--- config.mk ---
export PLATFORM = sky130hd
export DESIGN_NAME = decoder_stage_controller_multi_flat
export DESIGN_NICKNAME = d
export VERILOG_FILES = /design/src/rtl/decoder_ctrl_pkg.sv /design/src/rtl/decoder_stage_controller_multi_if.sv /design/src/rtl/stage_ack_collector.sv /design/src/rtl/decoder_stage_controller_multi.sv /design/src/flat_wrapper.sv
export SDC_FILE = /design/constraint.sdc
export NUM_CORES = 1
export LEC_CHECK = 0
export CORE_AREA = 4 4 102 104
export CTS_BUF_LIST = sky130_fd_sc_hd__clkbuf_2
export DETAILED_ROUTE_END_ITERATION = 16
export DIE_AREA = 0 0 106 108
export SETUP_SLACK_MARGIN = 0.15
export SLEW_MARGIN = 20
export SYNTH_ARGS = -nofsm -noshare
export SYNTH_HDL_FRONTEND = slang
export SYNTH_SLANG_ARGS = --single-unit
--- constraint.sdc ---
create_clock -name clk -period 2.9 [get_ports clk]
set_clock_uncertainty 0.2 [all_clocks]
set_input_delay 0.29 -clock clk [delete_from_list [all_inputs] [get_ports clk]]
set_output_delay 0.29 -clock clk [all_outputs]
set_load 0.01 [all_outputs]
--- src/rtl/decoder_ctrl_pkg.sv ---
// Stage encodings shared by the multi-partition stage controller and the
// partition-side logic. Provides STAGE_WIDTH, the stage enum and helpers.
package decoder_ctrl_pkg;

    localparam int STAGE_WIDTH = 3;

    typedef enum logic [STAGE_WIDTH-1:0] {
        S_IDLE                = 3'd0,
        S_MEASUREMENT_LOADING = 3'd1,
        S_GROW                = 3'd2,
        S_MERGE               = 3'd3,
        S_RESULT_VALID        = 3'd4
    } stage_e;

    localparam logic [STAGE_WIDTH-1:0] STAGE_IDLE         = S_IDLE;
    localparam logic [STAGE_WIDTH-1:0] STAGE_MEAS_LOADING = S_MEASUREMENT_LOADING;
    localparam logic [STAGE_WIDTH-1:0] STAGE_GROW         = S_GROW;
    localparam logic [STAGE_WIDTH-1:0] STAGE_MERGE        = S_MERGE;
    localparam logic [STAGE_WIDTH-1:0] STAGE_RESULT_VALID = S_RESULT_VALID;

    function automatic logic [31:0] sat_inc32(input logic [31:0] v);
        return (&v) ? v : v + 32'd1;
    endfunction

endpackage

--- src/rtl/decoder_stage_controller_multi_if.sv ---
// Bundle between the stage controller and its partitions / result consumer.
// master: partitions + consumer side. slave: the controller.
interface decoder_stage_controller_multi_if
    import decoder_ctrl_pkg::*;
#(
    parameter int NUM_PARTITIONS          = 2,
    parameter int ITERATION_COUNTER_WIDTH = 8
);

    logic                               new_round_start;
    logic [NUM_PARTITIONS-1:0]          has_message_flying;
    logic [NUM_PARTITIONS-1:0]          has_odd_clusters;
    logic [NUM_PARTITIONS-1:0]          stage_ack;
    logic                               result_ready;
    logic [STAGE_WIDTH-1:0]             stage;
    logic                               stage_valid;
    logic                               result_valid;
    logic [ITERATION_COUNTER_WIDTH-1:0] iteration_counter;
    logic [31:0]                        cycle_counter;
    logic                               deadlock;

    modport master (
        output new_round_start,
        output has_message_flying,
        output has_odd_clusters,
        output stage_ack,
        output result_ready,
        input  stage,
        input  stage_valid,
        input  result_valid,
        input  iteration_counter,
        input  cycle_counter,
        input  deadlock
    );

    modport slave (
        input  new_round_start,
        input  has_message_flying,
        input  has_odd_clusters,
        input  stage_ack,
        input  result_ready,
        output stage,
        output stage_valid,
        output result_valid,
        output iteration_counter,
        output cycle_counter,
        output deadlock
    );

endinterface

--- src/rtl/stage_ack_collector.sv ---
// Collects per-partition stage acks into a sticky mask that clears on stage
// entry. Ports: clk, reset (async active-low), enter (stage changes at the
// next edge), arm (new stage requests acks), stage_ack in; all_acked
// (mask full including this cycle's acks), stage_valid (registered) out.
module stage_ack_collector #(
    parameter int NUM_PARTITIONS = 2
) (
    input  logic                      clk,
    input  logic                      reset,
    input  logic                      enter,
    input  logic                      arm,
    input  logic [NUM_PARTITIONS-1:0] stage_ack,
    output logic                      all_acked,
    output logic                      stage_valid
);

    logic [NUM_PARTITIONS-1:0] ack_mask_q, ack_mask_d;
    logic                      entry_q, entry_d;
    logic                      stage_valid_q, stage_valid_d;

    // Acks seen in the entry cycle belong to the previous stage: drop them.
    always_comb begin
        ack_mask_d = ack_mask_q;
        if (!entry_q)
            ack_mask_d = ack_mask_q | stage_ack;
    end

    assign all_acked = &ack_mask_d;

    always_comb begin
        stage_valid_d = stage_valid_q & ~all_acked;
        entry_d       = 1'b0;
        if (enter) begin
            stage_valid_d = arm;
            entry_d       = 1'b1;
        end
    end

    always_ff @(posedge clk or negedge reset) begin
        if (!reset) begin
            ack_mask_q    <= '0;
            entry_q       <= 1'b0;
            stage_valid_q <= 1'b0;
        end else begin
            ack_mask_q    <= enter ? '0 : ack_mask_d;
            entry_q       <= entry_d;
            stage_valid_q <= stage_valid_d;
        end
    end

    assign stage_valid = stage_valid_q;

endmodule

--- src/rtl/decoder_stage_controller_multi.sv ---
// Union-find decoder stage controller for NUM_PARTITIONS partitions:
// IDLE -> MEAS_LOADING -> GROW <-> MERGE -> RESULT_VALID, with iteration
// and cycle counters and a deadlock flag on iteration overrun.
// Ports: clk, reset (async active-low), bus (slave modport, see _if).
// Optional merge watchdog: define DECODER_STAGE_WATCHDOG_EN.
module decoder_stage_controller_multi
    import decoder_ctrl_pkg::*;
#(
    parameter int NUM_PARTITIONS          = 2,
    parameter int ITERATION_COUNTER_WIDTH = 8,
    parameter int MAX_ITERATIONS          = 16,
    parameter int SETTLE_CYCLES           = 4,
    parameter int WATCHDOG_CYCLES         = 4096
) (
    input  logic clk,
    input  logic reset,
    decoder_stage_controller_multi_if.slave bus
);

    localparam int IW = ITERATION_COUNTER_WIDTH;
    localparam int QW = $clog2(SETTLE_CYCLES + 1);
    localparam logic [QW-1:0] QUIET_MAX  = QW'(SETTLE_CYCLES);
    localparam logic [IW-1:0] ITER_LIMIT = IW'(MAX_ITERATIONS);

    if (SETTLE_CYCLES < 1 || WATCHDOG_CYCLES < 1 ||
        MAX_ITERATIONS > (2 ** ITERATION_COUNTER_WIDTH) - 1) begin : g_cfg_err
        $error("decoder_stage_controller_multi: bad parameters");
    end

    logic [STAGE_WIDTH-1:0] stage_q, stage_d;
    logic [IW-1:0]          iter_q, iter_d;
    logic [31:0]            cycle_q, cycle_d;
    logic [QW-1:0]          quiet_q, quiet_d;
    logic                   dead_q, dead_d;
    logic                   rv_q, rv_d;
    logic                   all_acked;
    logic                   stage_valid;
    logic                   enter;

`ifdef DECODER_STAGE_WATCHDOG_EN
    localparam logic [31:0] WD_LIMIT = 32'(WATCHDOG_CYCLES);
    logic [31:0] wd_q, wd_d;
`endif

    always_comb begin
        stage_d = stage_q;
        iter_d  = iter_q;
        cycle_d = cycle_q;
        dead_d  = dead_q;
        rv_d    = 1'b0;
        quiet_d = '0;

        // Quiet run length saturates at the settle window.
        if (stage_q == STAGE_MERGE && ~|bus.has_message_flying)
            quiet_d = (quiet_q == QUIET_MAX) ? quiet_q : quiet_q + 1'b1;

        if (stage_q != STAGE_IDLE && stage_q != STAGE_RESULT_VALID)
            cycle_d = sat_inc32(cycle_q);

        unique case (stage_q)
            STAGE_IDLE: begin
                if (bus.new_round_start) begin
                    stage_d = STAGE_MEAS_LOADING;
                    iter_d  = '0;
                    cycle_d = '0;
                    dead_d  = 1'b0;
                end
            end
            STAGE_MEAS_LOADING: begin
                if (!stage_valid)
                    stage_d = STAGE_GROW;
            end
            STAGE_GROW: begin
                if (!stage_valid)
                    stage_d = STAGE_MERGE;
            end
            STAGE_MERGE: begin
                // quiet_d includes this cycle, so a flying rise now blocks.
                if (!stage_valid && quiet_d == QUIET_MAX) begin
                    iter_d = iter_q + 1'b1;
                    if (|bus.has_odd_clusters) begin
                        if (iter_d >= ITER_LIMIT) begin
                            stage_d = STAGE_RESULT_VALID;
                            dead_d  = 1'b1;
                        end else begin
                            stage_d = STAGE_GROW;
                        end
                    end else begin
                        stage_d = STAGE_RESULT_VALID;
                    end
                end
            end
            STAGE_RESULT_VALID: begin
                if (rv_q && bus.result_ready)
                    stage_d = STAGE_IDLE;
                else
                    rv_d = all_acked;
            end
            default: begin
                stage_d = STAGE_IDLE;
            end
        endcase

`ifdef DECODER_STAGE_WATCHDOG_EN
        // Runs from zero on every MERGE entry; overrides acks and settle.
        wd_d = (stage_q == STAGE_MERGE) ? wd_q + 32'd1 : '0;
        if (stage_q == STAGE_MERGE && wd_d >= WD_LIMIT) begin
            stage_d = STAGE_RESULT_VALID;
            dead_d  = 1'b1;
        end
`endif
    end

    assign enter = (stage_d != stage_q);

    stage_ack_collector #(
        .NUM_PARTITIONS(NUM_PARTITIONS)
    ) u_ack (
        .clk        (clk),
        .reset      (reset),
        .enter      (enter),
        .arm        (stage_d != STAGE_IDLE),
        .stage_ack  (bus.stage_ack),
        .all_acked  (all_acked),
        .stage_valid(stage_valid)
    );

    always_ff @(posedge clk or negedge reset) begin
        if (!reset) begin
            stage_q <= STAGE_IDLE;
            iter_q  <= '0;
            cycle_q <= '0;
            quiet_q <= '0;
            dead_q  <= 1'b0;
            rv_q    <= 1'b0;
        end else begin
            stage_q <= stage_d;
            iter_q  <= iter_d;
            cycle_q <= cycle_d;
            quiet_q <= quiet_d;
            dead_q  <= dead_d;
            rv_q    <= rv_d;
        end
    end

`ifdef DECODER_STAGE_WATCHDOG_EN
    always_ff @(posedge clk or negedge reset) begin
        if (!reset)
            wd_q <= '0;
        else
            wd_q <= wd_d;
    end
`endif

    assign bus.stage             = stage_q;
    assign bus.stage_valid       = stage_valid;
    assign bus.result_valid      = rv_q;
    assign bus.iteration_counter = iter_q;
    assign bus.cycle_counter     = cycle_q;
    assign bus.deadlock          = dead_q;

endmodule

--- src/flat_wrapper.sv ---
// flat-port wrapper written by rule: the top's interface ports become plain ports
module decoder_stage_controller_multi_flat import decoder_ctrl_pkg::*;
#(
    parameter int NUM_PARTITIONS          = 2,
    parameter int ITERATION_COUNTER_WIDTH = 8,
    parameter int MAX_ITERATIONS          = 16,
    parameter int SETTLE_CYCLES           = 4,
    parameter int WATCHDOG_CYCLES         = 4096
)
  (clk, reset, bus_new_round_start, bus_has_message_flying, bus_has_odd_clusters, bus_stage_ack, bus_result_ready, bus_stage, bus_stage_valid, bus_result_valid, bus_iteration_counter, bus_cycle_counter, bus_deadlock);
  decoder_stage_controller_multi_if #(.NUM_PARTITIONS(NUM_PARTITIONS), .ITERATION_COUNTER_WIDTH(ITERATION_COUNTER_WIDTH)) bus_i ();
  input  logic clk;
  input  logic reset;
  input wire logic [$bits(bus_i.new_round_start)-1:0] bus_new_round_start;
  input wire logic [$bits(bus_i.has_message_flying)-1:0] bus_has_message_flying;
  input wire logic [$bits(bus_i.has_odd_clusters)-1:0] bus_has_odd_clusters;
  input wire logic [$bits(bus_i.stage_ack)-1:0] bus_stage_ack;
  input wire logic [$bits(bus_i.result_ready)-1:0] bus_result_ready;
  output wire logic [$bits(bus_i.stage)-1:0] bus_stage;
  output wire logic [$bits(bus_i.stage_valid)-1:0] bus_stage_valid;
  output wire logic [$bits(bus_i.result_valid)-1:0] bus_result_valid;
  output wire logic [$bits(bus_i.iteration_counter)-1:0] bus_iteration_counter;
  output wire logic [$bits(bus_i.cycle_counter)-1:0] bus_cycle_counter;
  output wire logic [$bits(bus_i.deadlock)-1:0] bus_deadlock;
  assign bus_i.new_round_start = bus_new_round_start;
  assign bus_i.has_message_flying = bus_has_message_flying;
  assign bus_i.has_odd_clusters = bus_has_odd_clusters;
  assign bus_i.stage_ack = bus_stage_ack;
  assign bus_i.result_ready = bus_result_ready;
  assign bus_stage = bus_i.stage;
  assign bus_stage_valid = bus_i.stage_valid;
  assign bus_result_valid = bus_i.result_valid;
  assign bus_iteration_counter = bus_i.iteration_counter;
  assign bus_cycle_counter = bus_i.cycle_counter;
  assign bus_deadlock = bus_i.deadlock;
  decoder_stage_controller_multi #(.NUM_PARTITIONS(NUM_PARTITIONS), .ITERATION_COUNTER_WIDTH(ITERATION_COUNTER_WIDTH), .MAX_ITERATIONS(MAX_ITERATIONS), .SETTLE_CYCLES(SETTLE_CYCLES), .WATCHDOG_CYCLES(WATCHDOG_CYCLES)) u_core (.clk(clk), .reset(reset), .bus(bus_i));
endmodule
Word-level counts from Yosys, hierarchy flattened. Index checks and enable logic that the tools add are counted.

$add $sub $neg: 3. $lt $le $gt $ge: 1. Eq/ne operators: 12. Muxes and demuxes: 28. Bitwise operators: 3. Reduce and logical (&&, ||, !) cells: 16.

Operator list (number): 2-to-1 mux 32 bit (4); adder 32 x 1 -> 32 bit (second input constant) (1); AND reduction 32 bit (1); 2-to-1 mux 3 bit (9); 2-to-1 mux 8 bit (2); case mux 8 bit (2 select lines) (1); case mux 3 bit (5 select lines) (1); equality test 3 bit (second input constant) (3); adder 8 x 1 -> 8 bit (second input constant) (1); >= comparator 8 x 5 -> 1 bit (second input constant) (1); 2-to-1 mux 1 bit (8); inequality test 2 bit (second input constant) (4); equality test 3 x 2 -> 1 bit (second input constant) (2); nonzero test 3 bit (2); AND reduction 5 bit (1); logical AND 1 bit (4); 2-to-1 mux 2 bit (2); OR reduction 2 bit (2); adder 3 x 1 -> 3 bit (second input constant) (1); equality test 3 x 1 -> 1 bit (second input constant) (1); logical NOT 3 bit (1); inequality test 3 bit (1); inequality test 3 bit (second input constant) (1); AND reduction 3 bit (1); other kinds (7) (8).

Register bits after elaboration: 52. Input bits: 10. Logic and storage cells: 72.

Depth between registers and ports, before layout.
Depth in word-level cells: 10. Mapped depth: 8.

By module. Synthesis repeated with hierarchy kept, for this count alone.

Cells, all modules: 305. Area total of the unflattened synthesis: 2860.2 sq um.

By module, submodules not included: decoder_stage_controller_multi (instances 1, cells each 291, area each 2698.8 sq um, sequential area each 1201.2 sq um); stage_ack_collector (instances 1, cells each 14, area each 161.4 sq um, sequential area each 100.1 sq um).

Worst setup path before layout. No wires, ideal clock.

Kind: reg-to-reg. Start: register u_core.quiet_q[0]. End: register u_core.u_ack.stage_valid_q (netlist: u_core.u_ack.stage_valid). Arrival time: 2095 ps. Required time: 2576 ps. Slack: 482 ps. Stages on the path, launching flop included: 8. Path buffers: 0. Clock period less this slack: 2418 ps. Cell sequence: dfrtp_1 -> inv_1 -> ha_1 -> and3b_1 -> or4b_4 -> nor3_4 -> nor3_1 -> o31a_1.

Cells in the longest elaborated chain, start to end: 9. Elaborated cells between the ends (all ways): 11. Those cells by class: add/sub: 1; eq/ne: 3; mux: 5; reduce/logical: 2.

RTL lines: start: declaration (line decoder_stage_controller_multi.sv:33) `logic [QW-1:0] quiet_q, quiet_d;`; start signal: assignment (line decoder_stage_controller_multi.sv:140) `quiet_q <= quiet_d;`; adder 3 x 1 -> 3 bit / equality test 3 bit (equally long branches) (line decoder_stage_controller_multi.sv:55) `quiet_d = (quiet_q == QUIET_MAX) ? quiet_q : quiet_q + 1'b1;`; 2-to-1 mux 3 bit * (line decoder_stage_controller_multi.sv:55); 2-to-1 mux 3 bit * (line decoder_stage_controller_multi.sv:54) `if (stage_q == STAGE_MERGE && ~|bus.has_message_flying)`; equality test 3 bit * (line decoder_stage_controller_multi.sv:79) `if (!stage_valid && quiet_d == QUIET_MAX) begin`; logical AND 1 bit * (line decoder_stage_controller_multi.sv:79); 2-to-1 mux 3 bit * (line decoder_stage_controller_multi.sv:79); case mux 3 bit (5 select lines) * (line decoder_stage_controller_multi.sv:60) `unique case (stage_q)`; net u_core.stage_d[0] (line decoder_stage_controller_multi.sv:30) `logic [STAGE_WIDTH-1:0] stage_q, stage_d;`; inequality test 3 bit / nonzero test 3 bit (equally long branches) (line decoder_stage_controller_multi.sv:114, decoder_stage_controller_multi.sv:122); 2-to-1 mux 1 bit * (line stage_ack_collector.sv:33) `if (enter) begin`; net u_core.u_ack.stage_valid_d (line stage_ack_collector.sv:19) `logic stage_valid_q, stage_valid_d;`; end signal: assignment (line stage_ack_collector.sv:47) `stage_valid_q <= stage_valid_d;`; end: declaration (line stage_ack_collector.sv:19).

Mark *: on every way through the listed nets, which the timed path passes. The rest lies on a longest branch. A chain may end at the register's enable or synchronous reset.

Worst setup path after layout.
Start: register u_core.quiet_q[0]. End: register u_core.u_ack.ack_mask_q[0].

Cells in the longest elaborated chain, start to end: 9. Elaborated cells between the ends (all ways): 10. Those cells by class: add/sub: 1; eq/ne: 3; mux: 5; reduce/logical: 1.

RTL lines: adder 3 x 1 -> 3 bit / equality test 3 bit (equally long branches) (line decoder_stage_controller_multi.sv:55); 2-to-1 mux 3 bit * (line decoder_stage_controller_multi.sv:55); 2-to-1 mux 3 bit * (line decoder_stage_controller_multi.sv:54); net u_core.quiet_d[2] (line decoder_stage_controller_multi.sv:33); equality test 3 bit * (line decoder_stage_controller_multi.sv:79); logical AND 1 bit * (line decoder_stage_controller_multi.sv:79); 2-to-1 mux 3 bit * (line decoder_stage_controller_multi.sv:79); case mux 3 bit (5 select lines) * (line decoder_stage_controller_multi.sv:60); inequality test 3 bit * (line decoder_stage_controller_multi.sv:114) `assign enter = (stage_d != stage_q);`; net u_core.enter (line decoder_stage_controller_multi.sv:38) `logic enter;`; 2-to-1 mux 2 bit * (line stage_ack_collector.sv:45) `ack_mask_q <= enter ? '0 : ack_mask_d;`; end signal: assignment (line stage_ack_collector.sv:45); end: declaration (line stage_ack_collector.sv:17) `logic [NUM_PARTITIONS-1:0] ack_mask_q, ack_mask_d;`.

Marked as above.

==> flow_summary_export.csv <==
group,metric,value,unit
global_routing,antenna_found_initial,0,
die,start_util,30.0,%
sta,min_period_over_period,89.9,%
job,maxCapViolations,0,
finish,drive_gt1_share,8.70,%
critical_path,path_max_fanout,6,
critical_path,critPathMaxStageDelay,0.56,ns
sta,finalSetupViolCount,0,
power_and_ir_drop,ir_drop,0.262,mV
synth,yosys.area.top_type,"dfrtp_1",
synth,syn-num-nets,321,
die,die_x,106,um
synth,syn_inst,306,
synth,syn-cell-area,2870,um2
sta,tns,0,ns
sta,rsz0062_at_grt,"false",
routing,ant_nets,0,
placed_design,pre_cts_ws,0.302,ns
synth,synth_edf_count,0,
finish,diodes,0,
synth,synth_top_area_share,45.4,%
sta,relSlewSlack,56.4,%
synth,synthFlopType,"dfrtp_1",
critical_path,cp-end-kind,"flop",
die,core-area,9550,um2
synth,synthTopCellsByArea,"dfrtp_1 (45%), a21oi_1 (4.0%), nand2_1 (3.9%)",
placed_design,gp_congestion,0.827,
placed_design,placed_cells,489,
die,io_pins,56,
critical_path,cp-start-kind,"flop",
power_and_ir_drop,power_density,728,nW/um2
critical_path,path_delay_family,"simple AND/OR/NAND/NOR gates",
synth,seq_area_frac_synth,45.4,%
finish,final_nets,382,
global_routing,grt_use_total,12.8,%
sta,max_freq,383,MHz
clock_network,htree_levels,2,
placed_design,hpwl,5330,um
global_routing,grt_pass1_vias,2437,
routing,viasPerCell,5.18,
synth,syn_area_per_cell,9.37,um2
critical_path,crit_chain,"inv_1 > ha_1 > and3b_1 > or4b_4 > clkinv_2 > a31oi_1 > o311a_1 > o21ba_1",
critical_path,crit_buf_inv,2,
sta,finalCriticalPeriod,2.61,ns
clock_network,clkTransAtPathRegs,0.29,ns
finish,multi_input_area,1480,um2
clock_network,clk_path_buf_depth,2,
finish,seqCellArea,1300,um2
synth,ys_types,61,
clock_network,clock-root-buffer,"clkbuf_2",
synth,synthArstFlopShare,100,%
clock_network,cts_tree,"done",
clock_network,clock_latency,0.43,ns
placed_design,portBuffers,55,
power_and_ir_drop,leakage,1.50,nW
finish,areaGrowthSynthToFinish,30.4,%
critical_path,arrival,2.78,ns
clock_network,cts_sinks,52,
critical_path,cp_slowest_cell,"or4b_4",
routing,finalWirelength,7380,um
die,design.die.area,11400,um2
die,die_h,108,um
routing,wire_per_inst,14.7,um
finish,fillCellCount,992,
routing,drtIter0Drc,153,
min_path,hold_class,"in2async",
routing,detail_route.first_pass.iterations,4,
die,rows,36,
routing,post-route-drc-count,0,
sta,hold_violations,0,
finish,layout.cells.non_filler,501,
routing,vias,2594,
synth,yosys_warnings,0,
sta,layout_setup_ws,0.292,ns
sta,tightest_slew,0.654,ns
clock_network,cts_buffers,5,
global_routing,grt_first_pass_wirelength,12100,um
global_routing,overflow,0,
sta,maxSlewViolCount,0,
outcome,status,"finished, final reports clean",
critical_path,worstPathRequired,3.07,ns
global_routing,grt_max_degree,28,
critical_path,critPathKind,"reg2reg",
synth,synth-seq-cells,52,
## sequential cells by signal (all words and copies together), names as in the netlist
| signal | flops |
|---|---|
| u_core.bus.cycle_counter | 32 |
| u_core.bus.deadlock | 1 |
| u_core.bus.iteration_counter | 8 |
| u_core.bus.result_valid | 1 |
| u_core.bus.stage | 3 |
| u_core.quiet_q | 3 |
| u_core.u_ack.ack_mask_q | 2 |
| u_core.u_ack.entry_q | 1 |
| u_core.u_ack.stage_valid | 1 |
## logic make-up (layout without fill, tap and decap cells)
| kind of cell | count (synthesis) | in the layout | share of synthesized area [%] |
|---|---|---|---|
| AOI/OAI and AO/OA | 84 | 84 | 19.0 |
| xor gates and xnor gates | 5 | 5 | 1.53 |
| adders and majority gates | 5 | 5 | 2.18 |
| buffers and inverters | 21 | 83 | 3.18 |
| DFF | 52 | 52 | 45.4 |
| muxes | 5 | 5 | 1.75 |
| and+or+nand+nor | 134 | 134 | 27.0 |
## metrics by stage
step | power (W) | utilization [%] | hold WS, ns | area [um2]
CTS | 0.00273 | 38.8 | 0.178 | 3710
finish | 0.00272 | 39.2 | 0.166 | 3740
global placement | 0.00214 | 37.5 | 0.156 | 3580
detailed placement | 0.00216 | 37.5 | 0.161 | 3580
floorplan | 0.00166 | - | -0.206 | 2870
global route | 0.00290 | 39.2 | 0.181 | 3740
## cell usage after synthesis (4+ instances only)
| library cell | number |
|---|---|
| and2_1 | 4 |
| or4_1 | 4 |
| nand2_1 | 30 |
| clkbuf_1 | 7 |
| or3_1 | 12 |
| dfrtp_1 | 52 |
| a31oi_1 | 5 |
| nor2_1 | 21 |
| xnor2_1 | 4 |
| a21oi_1 | 23 |
| nand4_1 | 7 |
| nor2b_1 | 4 |
| nor3_1 | 6 |
| mux2i_1 | 5 |
| inv_1 | 9 |
| ha_1 | 5 |
| and3_1 | 8 |
| o31ai_1 | 8 |
| nand3_1 | 16 |
| o21ai_0 | 20 |
## routing by layer
| layer | part of all wire (%) | global-route usage (%) |
|---|---|---|
| met1 | 48 | 17.6 |
| met2 | 47 | 21.0 |
| met3 | 4.8 | 2.87 |
| met4 | 0.57 | 2.78 |
| met5 | 0 | 0 |
## power breakdown
group	internal, W	leakage, nW	switching (W)
Sequential	0.000909	0.689	0.000271
Combinational	0.000526	0.749	0.000453
Clock	0.000318	0.0632	0.000243
Total	0.00175	1.50	0.000967
## layout make-up
cell class                 instances  area share, %
clock buffer                       5          0.669
clock inverter                     3           2.41
inverter                          10           1.04
multi-input combinational        233           39.6
sequential                        52           34.8
tap                              133           4.45
timing repair buffer              65           17.0
## timing repair
item	in CTS	in global routing
hold endpoints to repair	26	0
gates resized for setup	0	2
endpoints found under the setup margin	0	3
setup buffers	0	3
hold buffers	1	0
## layout by cell type (no fill, tap or decap), types with 9 or more instances in the layout
cell type,count
clkdlybuf4s50_1,54
nor2_1,21
nand3_1,16
nand2_1,30
o21ai_0,20
dfrtp_1,51
a21oi_1,23
or3_1,12
inv_1,9
## worst paths after layout
check | startpoint | end | slack [ns] | depth (start not counted)
min | reset | u_core.bus.cycle_counter[29]$_DFF_PN0_ | 0.17 | 2
max | u_core.quiet_q[0]$_DFF_PN0_ | u_core.u_ack.ack_mask_q[0]$_DFF_PN0_ | 0.29 | 8
min reg2reg | u_core.bus.cycle_counter[6]$_DFF_PN0_ | u_core.bus.cycle_counter[6]$_DFF_PN0_ | 0.34 | 1
min in group clk | bus_has_message_flying[0] | u_core.quiet_q[0]$_DFF_PN0_ | 0.31 | 4
max in group asynchronous | reset | u_core.bus.cycle_counter[14]$_DFF_PN0_ | 1.73 | 3
max reg2reg | u_core.quiet_q[0]$_DFF_PN0_ | u_core.u_ack.ack_mask_q[0]$_DFF_PN0_ | 0.29 | 8
Note: power is estimated with default switching activity, not from simulation.
